<file path="src/rtl/store_byte_lane_aligner_pkg.sv">
// Shared types and helpers for the store-side byte-lane aligner.
//   store_size_t : encoding of the 2-bit store size field
//   NUM_BANKS    : number of 8-bit sub-RAM banks behind the 32-bit word
//   base_mask()  : unrotated byte-lane mask for a given store size
package mem_store_pkg;

   localparam int unsigned NUM_BANKS = 4;

   typedef enum logic [1:0] {
      SZ_BYTE = 2'b00,
      SZ_HALF = 2'b01,
      SZ_WORD = 2'b10,
      SZ_RSVD = 2'b11
   } store_size_t;

   // Lane mask before rotation; reserved size writes nothing.
   function automatic logic [NUM_BANKS-1:0] base_mask(input store_size_t sz);
      logic [NUM_BANKS-1:0] m;
      case (sz)
         SZ_BYTE: m = 4'b0001;
         SZ_HALF: m = 4'b0011;
         SZ_WORD: m = 4'b1111;
         default: m = 4'b0000;
      endcase
      return m;
   endfunction

endpackage

</file>
<file path="src/rtl/store_byte_lane_aligner_rotator.sv">
// byte_rotator_left: combinational four-byte left rotator.
// Mirror of the load-side right rotator; byte k of din lands in byte (k+shamt) mod 4.
//   din    : 32-bit input word
//   shamt  : rotate amount in bytes
//   dout   : rotated word
module byte_rotator_left (
   input  logic [31:0] din,
   input  logic [1:0]  shamt,
   output logic [31:0] dout
);

   always_comb begin
      dout = din;
      case (shamt)
         2'd0: dout = din;
         2'd1: dout = {din[23:0], din[31:24]};
         2'd2: dout = {din[15:0], din[31:16]};
         2'd3: dout = {din[7:0],  din[31:8]};
         default: dout = din;
      endcase
   end

endmodule

</file>
<file path="src/rtl/store_byte_lane_aligner.sv">
// store_byte_lane_aligner: maps byte/halfword/word stores at any byte address onto
// four 8-bit sub-RAM banks in a single registered, stall-aware stage.
// Misaligned stores that cross a word row write row+1 in the low banks.
// Optional build macro MISALIGN_TRAP_EN: misaligned half/word stores are suppressed
// (mask 0000), flagged on misalign_err, acked but not counted.
// Ports:
//   clk, rst                     clock, async active-high reset
//   req_valid/req_ready          store request handshake
//   req_addr, req_data, req_size byte address, right-justified data, size code
//   mem_stall                    RAM side holds the current write
//   bank_we                      per-bank write enable
//   bank_addr_0..3, bank_data_0..3  per-bank row address and byte
//   store_ack                    pulse on commit
//   misalign_err                 (MISALIGN_TRAP_EN only) trapped entry pending
//   store_count                  committed-store counter, wraps
module store_byte_lane_aligner
   import mem_store_pkg::*;
#(
   parameter int unsigned ADDR_W  = 18,
   parameter int unsigned COUNT_W = 16
) (
   input  logic               clk,
   input  logic               rst,
   input  logic               req_valid,
   output logic               req_ready,
   input  logic [ADDR_W-1:0]  req_addr,
   input  logic [31:0]        req_data,
   input  logic [1:0]         req_size,
   input  logic               mem_stall,
   output logic [3:0]         bank_we,
   output logic [ADDR_W-3:0]  bank_addr_0,
   output logic [ADDR_W-3:0]  bank_addr_1,
   output logic [ADDR_W-3:0]  bank_addr_2,
   output logic [ADDR_W-3:0]  bank_addr_3,
   output logic [7:0]         bank_data_0,
   output logic [7:0]         bank_data_1,
   output logic [7:0]         bank_data_2,
   output logic [7:0]         bank_data_3,
   output logic               store_ack,
`ifdef MISALIGN_TRAP_EN
   output logic               misalign_err,
`endif
   output logic [COUNT_W-1:0] store_count
);

   localparam int unsigned ROW_W = ADDR_W - 2;

   logic [1:0]           off;
   logic [ROW_W-1:0]     row;
   store_size_t          size;
   logic [7:0]           mask_dup;
   logic [3:0]           mask_d;
   logic [ROW_W-1:0]     row_d [NUM_BANKS];
   logic [31:0]          data_d;

   logic                 out_valid;
   logic [3:0]           we_q;
   logic [ROW_W-1:0]     addr_q [NUM_BANKS];
   logic [31:0]          data_q;
   logic [COUNT_W-1:0]   count_q;
   logic                 accept;
   logic                 commit;
`ifdef MISALIGN_TRAP_EN
   logic                 trap_d;
   logic                 trap_q;
`endif

   // Data path: rotate store bytes onto their banks.
   byte_rotator_left u_rot (
      .din   (req_data),
      .shamt (off),
      .dout  (data_d)
   );

   // Request decode: lane mask and per-bank row.
   always_comb begin
      off      = req_addr[1:0];
      row      = req_addr[ADDR_W-1:2];
      size     = store_size_t'(req_size);
      // Rotate-left of a 4-bit mask taken from the upper half of a doubled shift.
      mask_dup = {base_mask(size), base_mask(size)} << off;
      mask_d   = mask_dup[7:4];
`ifdef MISALIGN_TRAP_EN
      trap_d = ((size == SZ_HALF) && (off == 2'd3)) ||
               ((size == SZ_WORD) && (off != 2'd0));
      if (trap_d) begin
         mask_d = 4'b0000;
      end
`endif
      // Banks below the offset hold the bytes that spilled into the next row.
      for (int i = 0; i < NUM_BANKS; i++) begin
         row_d[i] = (2'(i) < off) ? row + ROW_W'(1) : row;
      end
   end

   assign req_ready = !out_valid || !mem_stall;
   assign commit    = out_valid && !mem_stall;
   assign accept    = req_valid && req_ready;
   assign store_ack = commit;

   // Output stage: load on accept, clear on a commit with nothing behind it.
   always_ff @(posedge clk or posedge rst) begin
      if (rst) begin
         out_valid <= 1'b0;
         we_q      <= 4'b0000;
         data_q    <= 32'h0;
         count_q   <= '0;
         for (int i = 0; i < NUM_BANKS; i++) begin
            addr_q[i] <= '0;
         end
`ifdef MISALIGN_TRAP_EN
         trap_q    <= 1'b0;
`endif
      end else begin
`ifdef MISALIGN_TRAP_EN
         if (commit && !trap_q) begin
            count_q <= count_q + COUNT_W'(1);
         end
`else
         if (commit) begin
            count_q <= count_q + COUNT_W'(1);
         end
`endif
         if (accept) begin
            out_valid <= 1'b1;
            we_q      <= mask_d;
            data_q    <= data_d;
            for (int i = 0; i < NUM_BANKS; i++) begin
               addr_q[i] <= row_d[i];
            end
`ifdef MISALIGN_TRAP_EN
            trap_q    <= trap_d;
`endif
         end else if (commit) begin
            out_valid <= 1'b0;
            we_q      <= 4'b0000;
`ifdef MISALIGN_TRAP_EN
            trap_q    <= 1'b0;
`endif
         end
      end
   end

   // we_q is zeroed whenever out_valid drops, so it drives the enables directly.
   assign bank_we     = we_q;
   assign bank_addr_0 = addr_q[0];
   assign bank_addr_1 = addr_q[1];
   assign bank_addr_2 = addr_q[2];
   assign bank_addr_3 = addr_q[3];
   assign bank_data_0 = data_q[7:0];
   assign bank_data_1 = data_q[15:8];
   assign bank_data_2 = data_q[23:16];
   assign bank_data_3 = data_q[31:24];
   assign store_count = count_q;
`ifdef MISALIGN_TRAP_EN
   assign misalign_err = trap_q;
`endif

endmodule

</file>
<file path="config.mk">
export PLATFORM = sky130hd
export DESIGN_NAME = store_byte_lane_aligner
export DESIGN_NICKNAME = d
export VERILOG_FILES = /design/src/rtl/store_byte_lane_aligner_pkg.sv /design/src/rtl/store_byte_lane_aligner_rotator.sv /design/src/rtl/store_byte_lane_aligner.sv
export SDC_FILE = /design/constraint.sdc
export NUM_CORES = 1
export LEC_CHECK = 0
export ABC_AREA = 0
export CAP_MARGIN = 20
export CORE_AREA = 2 2 174 108
export DETAILED_ROUTE_END_ITERATION = 8
export DIE_AREA = 0 0 176 110
export GPL_TIMING_DRIVEN = 0
export PLACE_DENSITY = 0.57
export SYNTH_ARGS = -nofsm -noshare
export SYNTH_HDL_FRONTEND = slang
export SYNTH_SLANG_ARGS = --single-unit
</file>
<file path="constraint.sdc">
create_clock -name clk -period 11 [get_ports clk]
set_input_delay 2.2 -clock clk [delete_from_list [all_inputs] [get_ports clk]]
set_output_delay 2.2 -clock clk [all_outputs]
set_load 0.01 [all_outputs]
</file>
==> results of run 1 <==
[worst min-delay path by stage]
stage | start | end | cells after the start
after detailed placement | data_q[19] | data_q[19] | 2
after global routing | data_q[11] | data_q[11] | 2
final | data_q[24] | data_q[24] | 2
after CTS | data_q[19] | data_q[19] | 2
after floorplan | data_q[0] | data_q[0] | 2
after global placement | data_q[27] | data_q[27] | 2
[kinds of logic after synthesis]
group	count (synthesis)	share of synthesized area, %
AO/OA/AOI/OAI	66	5.89
AND/OR/NAND/NOR	293	21.1
XOR/XNOR	52	7.42
adder cells (fa/ha/maj)	4	0.816
buffers and inverters	55	4.28
flip-flops	117	47.7
multiplexers	38	12.7
[registers in the layout, indices dropped and copies added (netlist names)]
signal	cells
bank_we	4
data_q	32
out_valid	1
store_count	16
bank_addr_3	16
bank_addr_0	16
bank_addr_2	16
bank_addr_1	16
[area by class of cell]
| cell class | count | area, µm² |
|---|---|---|
| Clock buffer | 20 | 457 |
| Multi-Input combinational cell | 453 | 2940 |
| Timing Repair Buffer | 162 | 1640 |
| Sequential cell | 117 | 2930 |
| Fill cell | 1626 | 9090 |
| Buffer | 49 | 240 |
| Tap cell | 240 | 300 |
| Clock inverter | 10 | 108 |
| Inverter | 6 | 27.5 |
[per-stage QoR]
stage / cells / worst slack [ns] / power, mW / hold slack [ns]
after floorplan: 625 / 5.70 / 0.696 / 0.507
after global placement: 1026 / 3.96 / 0.894 / 0.456
after detailed placement: 1027 / 4.99 / 0.903 / 0.463
after CTS: 1057 / 4.97 / 1.45 / 0.476
after global routing: 1057 / 4.88 / 1.51 / 0.492
final: 1057 / 4.99 / 1.44 / 0.467
[metal layers]
metal	wire [µm]	vias to the layer above
met2	8320	253
met5	0	-
met4	210	0
met3	1620	17
li1	-	2494
met1	10000	2695
[cell usage in the layout (no fill, tap or decap), types with 3 or more instances in the layout]
master             n
buf_2             16
o21ai_1           10
a21oi_1            5
nor2_1            11
xor2_1             8
buf_1              5
clkdlybuf4s50_1  161
inv_1              5
or4_1              3
nand3_1           22
a211oi_1           4
mux2i_1            6
clkbuf_16         17
dfrtp_1          117
o21ai_0           39
nor3_1            22
clkinvlp_4         3
nor4_1             9
mux4_2            32
nand4_1            8
xnor2_1           44
clkinv_2           5
nand2_1          199
buf_4              5
clkbuf_1          20
ha_1               4
[power by group through the flow]
stage	clock network (mW)	logic (mW)	registers, mW
finish	0.542	0.350	0.546
global route	0.570	0.381	0.554
CTS	0.550	0.354	0.545
detailed placement	0	0.352	0.552
global placement	0	0.345	0.549
floorplan	0	0.126	0.570
[critical path: cells and delay by family]
family	cells	cell delay (ns)
buffers and inverters	4	1.49
and+or+nand+nor	1	0.12
==> impl_metrics.yaml, run 1 <==
clock_network:
  cts_tree: "done"
  clk_latency_ns: 0.41
  cts-resized-gates: 0
  ctsRootBufferMaster: "clkbuf_16"
  path_clk_slew_ns: 0.05
  cts.path.max_buffers: 2
  hold_buffers: 0
  cts.sinks: 117
  cts_buffers: 17
  h-tree-depth: 4
  post_cts_buffers: 0
synthesis:
  synth_area_per_cell_um2: 9.82
  synth_warnings: 0
  seq_area_frac_synth_pct: 47.7
  async_flop_share_pct: 100
  syn_inst: 625
  ys_ff_latch: 117
  synth_edf_count: 0
  syn_area_um2: 6130
  synthMostInstantiatedCell: "nand2_1"
  synth_top_cell_by_area: "dfrtp_1"
  synth_area_leaders: "dfrtp_1 (48%), nand2_1 (12%), mux4_2 (12%), xnor2_1 (6.3%), o21ai_0 (3.2%)"
  synth.net_count: 685
  synth_top_area_share_pct: 47.7
  yosys-top-cells-count: "nand2_1 (199), dfrtp_1 (117), xnor2_1 (44)"
  synthFlopType: "dfrtp_1"
  synth_cell_types: 43
finish:
  fin_nets: 866
  final_layout_size_suffix_gt1_share_pct: 12.1
  insertedDiodeCount: 0
  area_growth_pct: 40.9
  post-route-util_pct: 48.7
  final_cell_area_um2: 8640
critical_path:
  worstSetupEndpointType: "output pin"
  arrival_ns: 3.81
  r2r-start: "out_valid"
  critPathSlowestCell: "clkdlybuf4s50_1"
  crit_type: "in -> out"
  critPathMaxStageDelay_ns: 0.54
  rr_worst_depth: 4
  startpoint: "mem_stall"
  endpoint: "store_ack"
  r2r-end: "bank_addr_1[5]"
  path_cells: "clkdlybuf4s50_1 > nand2b_1 > clkbuf_1 > inv_1 > clkdlybuf4s50_1"
  cp-start-kind: "input pin"
  r2r_setup_slack_ns: 9.05
  required_ns: 8.80
  crit_path_frequent_cell: "clkdlybuf4s50_1"
  path_max_fanout: 8
sta:
  slew_viol_final: 0
  setup_viol: 0
  rsz0062_at_grt: "false"
  fmaxAchievable_ghz: 0.166
  fin_skew_ns: 0.00724
  period_share_pct: 54.6
  tns_ns: 0
  tightest_slew_ns: 0.762
  relSlewSlack_pct: 49.1
  hold_viol: 0
  period_minus_slack_ns: 6.01
floorplan:
  placementRows: 38
  die_h_um: 110
  die-area_um2: 19400
  die_w_um: 176
  initial_core_util_pct: 34.6
  io_pins: 174
  core_region_area_um2: 17700
detailed_routing:
  wire_per_inst_um: 19.1
  vias: 5459
  drtPass1Iterations: 5
  routed_wl_mm: 20.2
  drtIter0Drc: 479
  ant_nets: 0
  drc: 0
  vias_per_cell: 5.16
grt:
  top_usage_layer: "met1"
  grt_use_total_pct: 21.3
  gr-usage-met1_pct: 31.9
  grtUsageMet2_pct: 30.7
  grt_pass1_wl_mm: 31.3
  grt_pass1_vias: 5364
  antenna_found_initial: 0
  grt-ovfl-total: 0
  grt_start_max_net_pins: 61
  met3_usage_pct: 5.80
pwr:
  p_per_area_nw_per_um2: 166
  sequentialPowerShare_pct: 37.9
  pwr-share-clk_pct: 37.7
  power_frac_comb_pct: 24.4
  swShare_pct: 29.2
  internal_power_mw: 1.02
  switchingPower_mw: 0.420
  leakage_nw: 3.63
  ir_drop_mv: 0.113
place:
  hpwl_mm: 14.9
  place_area_um2: 8080
  gp_congestion: 0.854
  port_buffers: 161
min_path:
  hold_path_class: "reg -> reg"
status:
  status: "finished, final reports clean"
run:
  cap_violations: 0
(Power assumes the default switching activity.)
==> inputs of run 2 (changes only) <==
--- a/config.mk
+++ b/config.mk
@@ -11,7 +11,7 @@
 export DETAILED_ROUTE_END_ITERATION = 8
 export DIE_AREA = 0 0 176 110
 export GPL_TIMING_DRIVEN = 0
-export PLACE_DENSITY = 0.57
+export PLACE_DENSITY = 0.59
 export SYNTH_ARGS = -nofsm -noshare
 export SYNTH_HDL_FRONTEND = slang
 export SYNTH_SLANG_ARGS = --single-unit
==> constraint.sdc (replaced) <==
create_clock -name clk -period 5.1 [get_ports clk]
set_input_delay 1.02 -clock clk [delete_from_list [all_inputs] [get_ports clk]]
set_output_delay 1.02 -clock clk [all_outputs]
set_load 0.01 [all_outputs]
==> run 2 against run 1 <==
Effect of this change:
- critical path type unchanged
- non-clock buffer count stayed put
- total power increased by 130%
- die area stayed put
- sequential power is 110% higher
- cell count is 0.19% higher
- combinational power grew 110%
- worst hold slack worse by 0.0042 ns
- largest power group is now the clock network
==> impl_metrics.yaml, run 2 (synthesis gave the netlist of run 1 again) <==
status:
  status: "finished, final reports clean"
floorplan:
  die_h_um: 110
  die-area_um2: 19400
  core_region_area_um2: 17700
  placementRows: 38
  initial_core_util_pct: 34.6
  io_pins: 174
  die_w_um: 176
sta:
  relSlewSlack_pct: 40.4
  hold_viol: 0
  setup_viol: 0
  tns_ns: 0
  period_minus_slack_ns: 3.69
  period_share_pct: 72.3
  tightest_slew_ns: 0.891
  fin_skew_ns: 0.00800
  slew_viol_final: 0
  fin_ws_ns: 1.41
  rsz0062_at_grt: "false"
  fmaxAchievable_ghz: 0.271
grt:
  gr-usage-met1_pct: 31.8
  grt_use_total_pct: 21.4
  grt_pass1_vias: 5371
  grt_pass1_wl_mm: 31.0
  grtUsageMet2_pct: 30.5
  met3_usage_pct: 5.86
  top_usage_layer: "met1"
  grt_start_max_net_pins: 97
  grt-ovfl-total: 0
  antenna_found_initial: 0
detailed_routing:
  drtPass1Iterations: 5
  ant_nets: 0
  drtIter0Drc: 428
  wire_per_inst_um: 18.8
  drc: 0
  routed_wl_mm: 19.9
  vias: 5438
  vias_per_cell: 5.14
pwr:
  internal_power_mw: 2.37
  swShare_pct: 27.3
  ir_drop_mv: 0.199
  pwr-share-clk_pct: 40.8
  p_per_area_nw_per_um2: 373
  sequentialPowerShare_pct: 36.1
  leakage_nw: 3.68
  switchingPower_mw: 0.890
  power_frac_comb_pct: 23.1
finish:
  largest_reg_flops: 32
  insertedDiodeCount: 0
  top_register: "data_q"
  fin_nets: 866
  final_layout_size_suffix_gt1_share_pct: 12.1
  area_growth_pct: 42.3
  num-fill-cells: 1608
  final_common_cell: "nand2_1"
  final_cell_mix: "nand2_1 (199), clkdlybuf4s50_1 (161), dfrtp_1 (117), xnor2_1 (44), o21ai_0 (39)"
clock_network:
  cts.path.max_buffers: 2
  cts.sinks: 117
  h-tree-depth: 4
  path_clk_slew_ns: 0.05
  cts_buffers: 17
  cts_tree: "done"
  hold_buffers: 0
  post_cts_buffers: 0
  clk_latency_ns: 0.41
  cts-resized-gates: 0
  ctsRootBufferMaster: "clkbuf_16"
critical_path:
  rr_worst_depth: 4
  path_delay_family: "buffers and inverters"
  startpoint: "mem_stall"
  crit_cells: 5
  path_cells: "clkdlybuf4s50_1 > nand2b_1 > clkbuf_1 > inv_1 > clkdlybuf4s50_1"
  critPathSlowestCell: "clkdlybuf4s50_1"
  r2r-end: "bank_addr_2[5]"
  critPathMaxStageDelay_ns: 0.57
  r2r-start: "out_valid"
  arrival_ns: 2.67
  r2r_setup_slack_ns: 3.08
  cp-start-kind: "input pin"
  path_max_fanout: 8
  crit_type: "in -> out"
  endpoint: "store_ack"
  crit_path_frequent_cell: "clkdlybuf4s50_1"
  required_ns: 4.08
  worstSetupEndpointType: "output pin"
  cp_num_buf_inv: 4
place:
  hpwl_mm: 14.6
  port_buffers: 161
  pre_cts_ws_ns: 1.44
  gp_congestion: 0.867
run:
  cap_violations: 0
min_path:
  hold_path_class: "reg -> reg"
[run 2: changes by cell type in the layout (fill, tap and decap cells not counted), sizes merged]
cell      delta
clkinvlp     -2
clkinv       -2
clkbuf       +3
bufinv       +3
[run 2: routing by layer]
metal,share of wire [%],up-vias
met5,0,-
met4,1.1,0
met3,7.2,20
met2,42,221
met1,50,2695
li1,-,2502
[run 2: metrics by stage]
stage,instances,utilization (%),hold slack [ns],total power [mW],area [µm²]
after floorplan,625,-,0.507,1.50,6130
after global placement,1026,45.4,0.454,1.92,8050
after detailed placement,1027,45.6,0.457,1.94,8080
after CTS,1059,49.2,0.468,3.29,8730
after global routing,1059,49.2,0.488,3.40,8730
final,1059,49.2,0.463,3.26,8730
[run 2: worst min path at each step]
stage                     startpoint          to  slack, ns  cells after the start
after floorplan            data_q[0]   data_q[0]       0.51                      2
after global placement    data_q[21]  data_q[21]       0.45                      2
after detailed placement  data_q[20]  data_q[20]       0.46                      2
after CTS                  data_q[1]   data_q[1]       0.47                      2
after global routing       data_q[1]   data_q[1]       0.49                      2
final                      data_q[1]   data_q[1]       0.46                      2
[run 2: worst register-to-register path, delay by kind of cell, from the launching register on]
kind | cells | cell delay (ns)
AO/OA/AOI/OAI | 2 | 0.93
buffers and inverters | 1 | 0.43
flip-flops | 1 | 0.42
AND/OR/NAND/NOR | 1 | 0.17
[run 2: cell type report]
type | count | area (µm²) | area share, %
Buffer | 49 | 240 | 2.75
Clock buffer | 23 | 478 | 5.48
Clock inverter | 9 | 173 | 1.98
Inverter | 6 | 27.5 | 0.315
Multi-Input combinational cell | 453 | 2940 | 33.7
Sequential cell | 117 | 2930 | 33.5
Tap cell | 240 | 300 | 3.44
Timing Repair Buffer | 162 | 1640 | 18.8
[run 2: power groups by stage]
| stage | logic, mW | registers, mW | clock network [mW] |
|---|---|---|---|
| after floorplan | 0.271 | 1.23 | 0 |
| after global placement | 0.742 | 1.18 | 0 |
| after detailed placement | 0.757 | 1.19 | 0 |
| after CTS | 0.761 | 1.17 | 1.35 |
| after global routing | 0.817 | 1.19 | 1.39 |
| final | 0.752 | 1.17 | 1.33 |
==> inputs of run 3 (changes only) <==
--- a/config.mk
+++ b/config.mk
@@ -11,7 +11,7 @@
 export DETAILED_ROUTE_END_ITERATION = 8
 export DIE_AREA = 0 0 176 110
 export GPL_TIMING_DRIVEN = 0
-export PLACE_DENSITY = 0.59
+export PLACE_DENSITY = 0.57
 export SYNTH_ARGS = -nofsm -noshare
 export SYNTH_HDL_FRONTEND = slang
 export SYNTH_SLANG_ARGS = --single-unit
==> constraint.sdc (replaced) <==
create_clock -name clk -period 3.8 [get_ports clk]
set_input_delay 0.76 -clock clk [delete_from_list [all_inputs] [get_ports clk]]
set_output_delay 0.76 -clock clk [all_outputs]
set_load 0.01 [all_outputs]
==> run 3 against run 2 <==
Effect of this change:
- clock-buffer cell count fell by 5
- register-to-register slack got worse by 1.2 ns
- critical path depth did not move
- clock power rose by 11%
- non-clock buffer count up 2
- sequential power rose by 35%
==> impl_metrics.yaml, run 3 (synthesis gave the netlist of run 1 again) <==
status:
  status: "finished, final reports clean"
run:
  cap_violations: 0
sta:
  period_minus_slack_ns: 3.16
  period_share_pct: 83.1
  fmaxAchievable_ghz: 0.317
  tns_ns: 0
  slew_viol_final: 0
  fin_skew_ns: 0.00778
  rsz0062_at_grt: "false"
  hold_viol: 0
  setup_viol: 0
  relSlewSlack_pct: 52.2
  hold_ws_ns: 0.461
  tightest_slew_ns: 0.715
critical_path:
  required_ns: 3.04
  critPathSlowestCell: "clkdlybuf4s50_1"
  crit_cells: 5
  critPathMaxStageDelay_ns: 0.55
  path_delay_family: "buffers and inverters"
  r2r_setup_slack_ns: 1.88
  cp_num_buf_inv: 4
  endpoint: "store_ack"
  crit_path_frequent_cell: "clkdlybuf4s50_1"
  worstSetupEndpointType: "output pin"
  r2r-start: "out_valid"
  path_max_fanout: 8
  cp-start-kind: "input pin"
  startpoint: "mem_stall"
  path_cells: "clkdlybuf4s50_1 > nand2b_1 > clkbuf_1 > inv_1 > clkdlybuf4s50_1"
  arrival_ns: 2.40
  rr_worst_depth: 6
  r2r-end: "data_q[13]"
  crit_type: "in -> out"
grt:
  grt-ovfl-total: 0
  grt_start_max_net_pins: 37
  grt_pass1_wl_mm: 30.5
  grt_pass1_vias: 5361
  antenna_found_initial: 0
  grt_use_total_pct: 21.0
detailed_routing:
  vias: 5523
  wire_per_inst_um: 18.6
  routed_wl_mm: 19.7
  drc: 0
  ant_nets: 0
  vias_per_cell: 5.21
  drtPass1Iterations: 6
  drtIter0Drc: 533
finish:
  largest_reg_flops: 32
  fin_nets: 868
  insertedDiodeCount: 0
  top_register: "data_q"
  final_common_cell: "nand2_1"
  area_growth_pct: 41.1
  final_cell_mix: "nand2_1 (199), clkdlybuf4s50_1 (161), dfrtp_1 (117), xnor2_1 (44), o21ai_0 (39)"
  final_layout_size_suffix_gt1_share_pct: 12.7
  final_cell_area_um2: 8660
  post-route-util_pct: 48.8
  num-fill-cells: 1626
clock_network:
  cts.sinks: 117
  cts.path.max_buffers: 2
  ctsRootBufferMaster: "clkbuf_16"
  hold_buffers: 0
  clk_latency_ns: 0.41
  cts-resized-gates: 0
  post_cts_buffers: 0
  cts_buffers: 17
  cts_tree: "done"
  h-tree-depth: 4
  path_clk_slew_ns: 0.06
pwr:
  power_frac_comb_pct: 25.0
  switchingPower_mw: 1.24
  leakage_nw: 3.63
  p_total_mw: 4.06
  swShare_pct: 30.5
  ir_drop_mv: 0.291
  pwr-share-clk_pct: 36.2
  sequentialPowerShare_pct: 38.9
  internal_power_mw: 2.82
  p_per_area_nw_per_um2: 469
min_path:
  hold_path_class: "reg -> reg"
  min_path_cells: 2
floorplan:
  die_w_um: 176
  die_h_um: 110
  die-area_um2: 19400
  initial_core_util_pct: 34.6
  core_region_area_um2: 17700
  io_pins: 174
  placementRows: 38
place:
  hpwl_mm: 14.8
  gp_congestion: 0.861
  port_buffers: 161
  place_area_um2: 8110
==> run 3: worst register-to-register path, delay by kind of cell, from the launching register on <==
| kind | cells | cell delay [ns] |
|---|---|---|
| buffers and inverters | 3 | 1.00 |
| DFF | 1 | 0.40 |
| AOI/OAI and AO/OA | 1 | 0.24 |
| and+or+nand+nor | 2 | 0.22 |
==> run 3: how the worst min path moves through the flow <==
stage | from | endpoint | slack, ns
5_1_grt | data_q[28] | data_q[28] | 0.48
4_1_cts | data_q[28] | data_q[28] | 0.47
3_5_place_dp | data_q[28] | data_q[28] | 0.46
6_report | data_q[28] | data_q[28] | 0.46
3_3_place_gp | data_q[15] | data_q[15] | 0.46
2_1_floorplan | data_q[0] | data_q[0] | 0.51
==> run 3: final cells by class <==
cell class              count  area (µm²)  area share, %
well taps                 240         300           3.47
plain buffers              49         240           2.78
flip-flops and latches    117        2930           33.8
repair buffers            164        1670           19.3
clock buffers              18         439           5.07
inverters                   6        26.3          0.304
clock inverters            14         106           1.23
multi-input cells         453        2940           34.0
==> run 3: through the flow <==
stage / setup slack [ns] / std cells
detailed placement: 0.648 / 1029
CTS: 0.639 / 1061
global placement: 0.448 / 1026
finish: 0.643 / 1061
global route: 0.558 / 1061
floorplan: 1.61 / 625
==> run 3: routing by layer <==
metal	share of wire, %	GRT usage [%]
met5	0	0
met4	1.4	6.02
met3	8.4	5.28
met2	41	29.5
met1	49	31.8
==> run 3: power groups by stage <==
stage,Combinational (mW),Sequential [mW],Clock (mW)
after global placement,1.00,1.59,0
after CTS,1.02,1.58,1.49
after global routing,1.10,1.60,1.55
after floorplan,0.364,1.65,0
after detailed placement,1.02,1.60,0
final,1.01,1.58,1.47
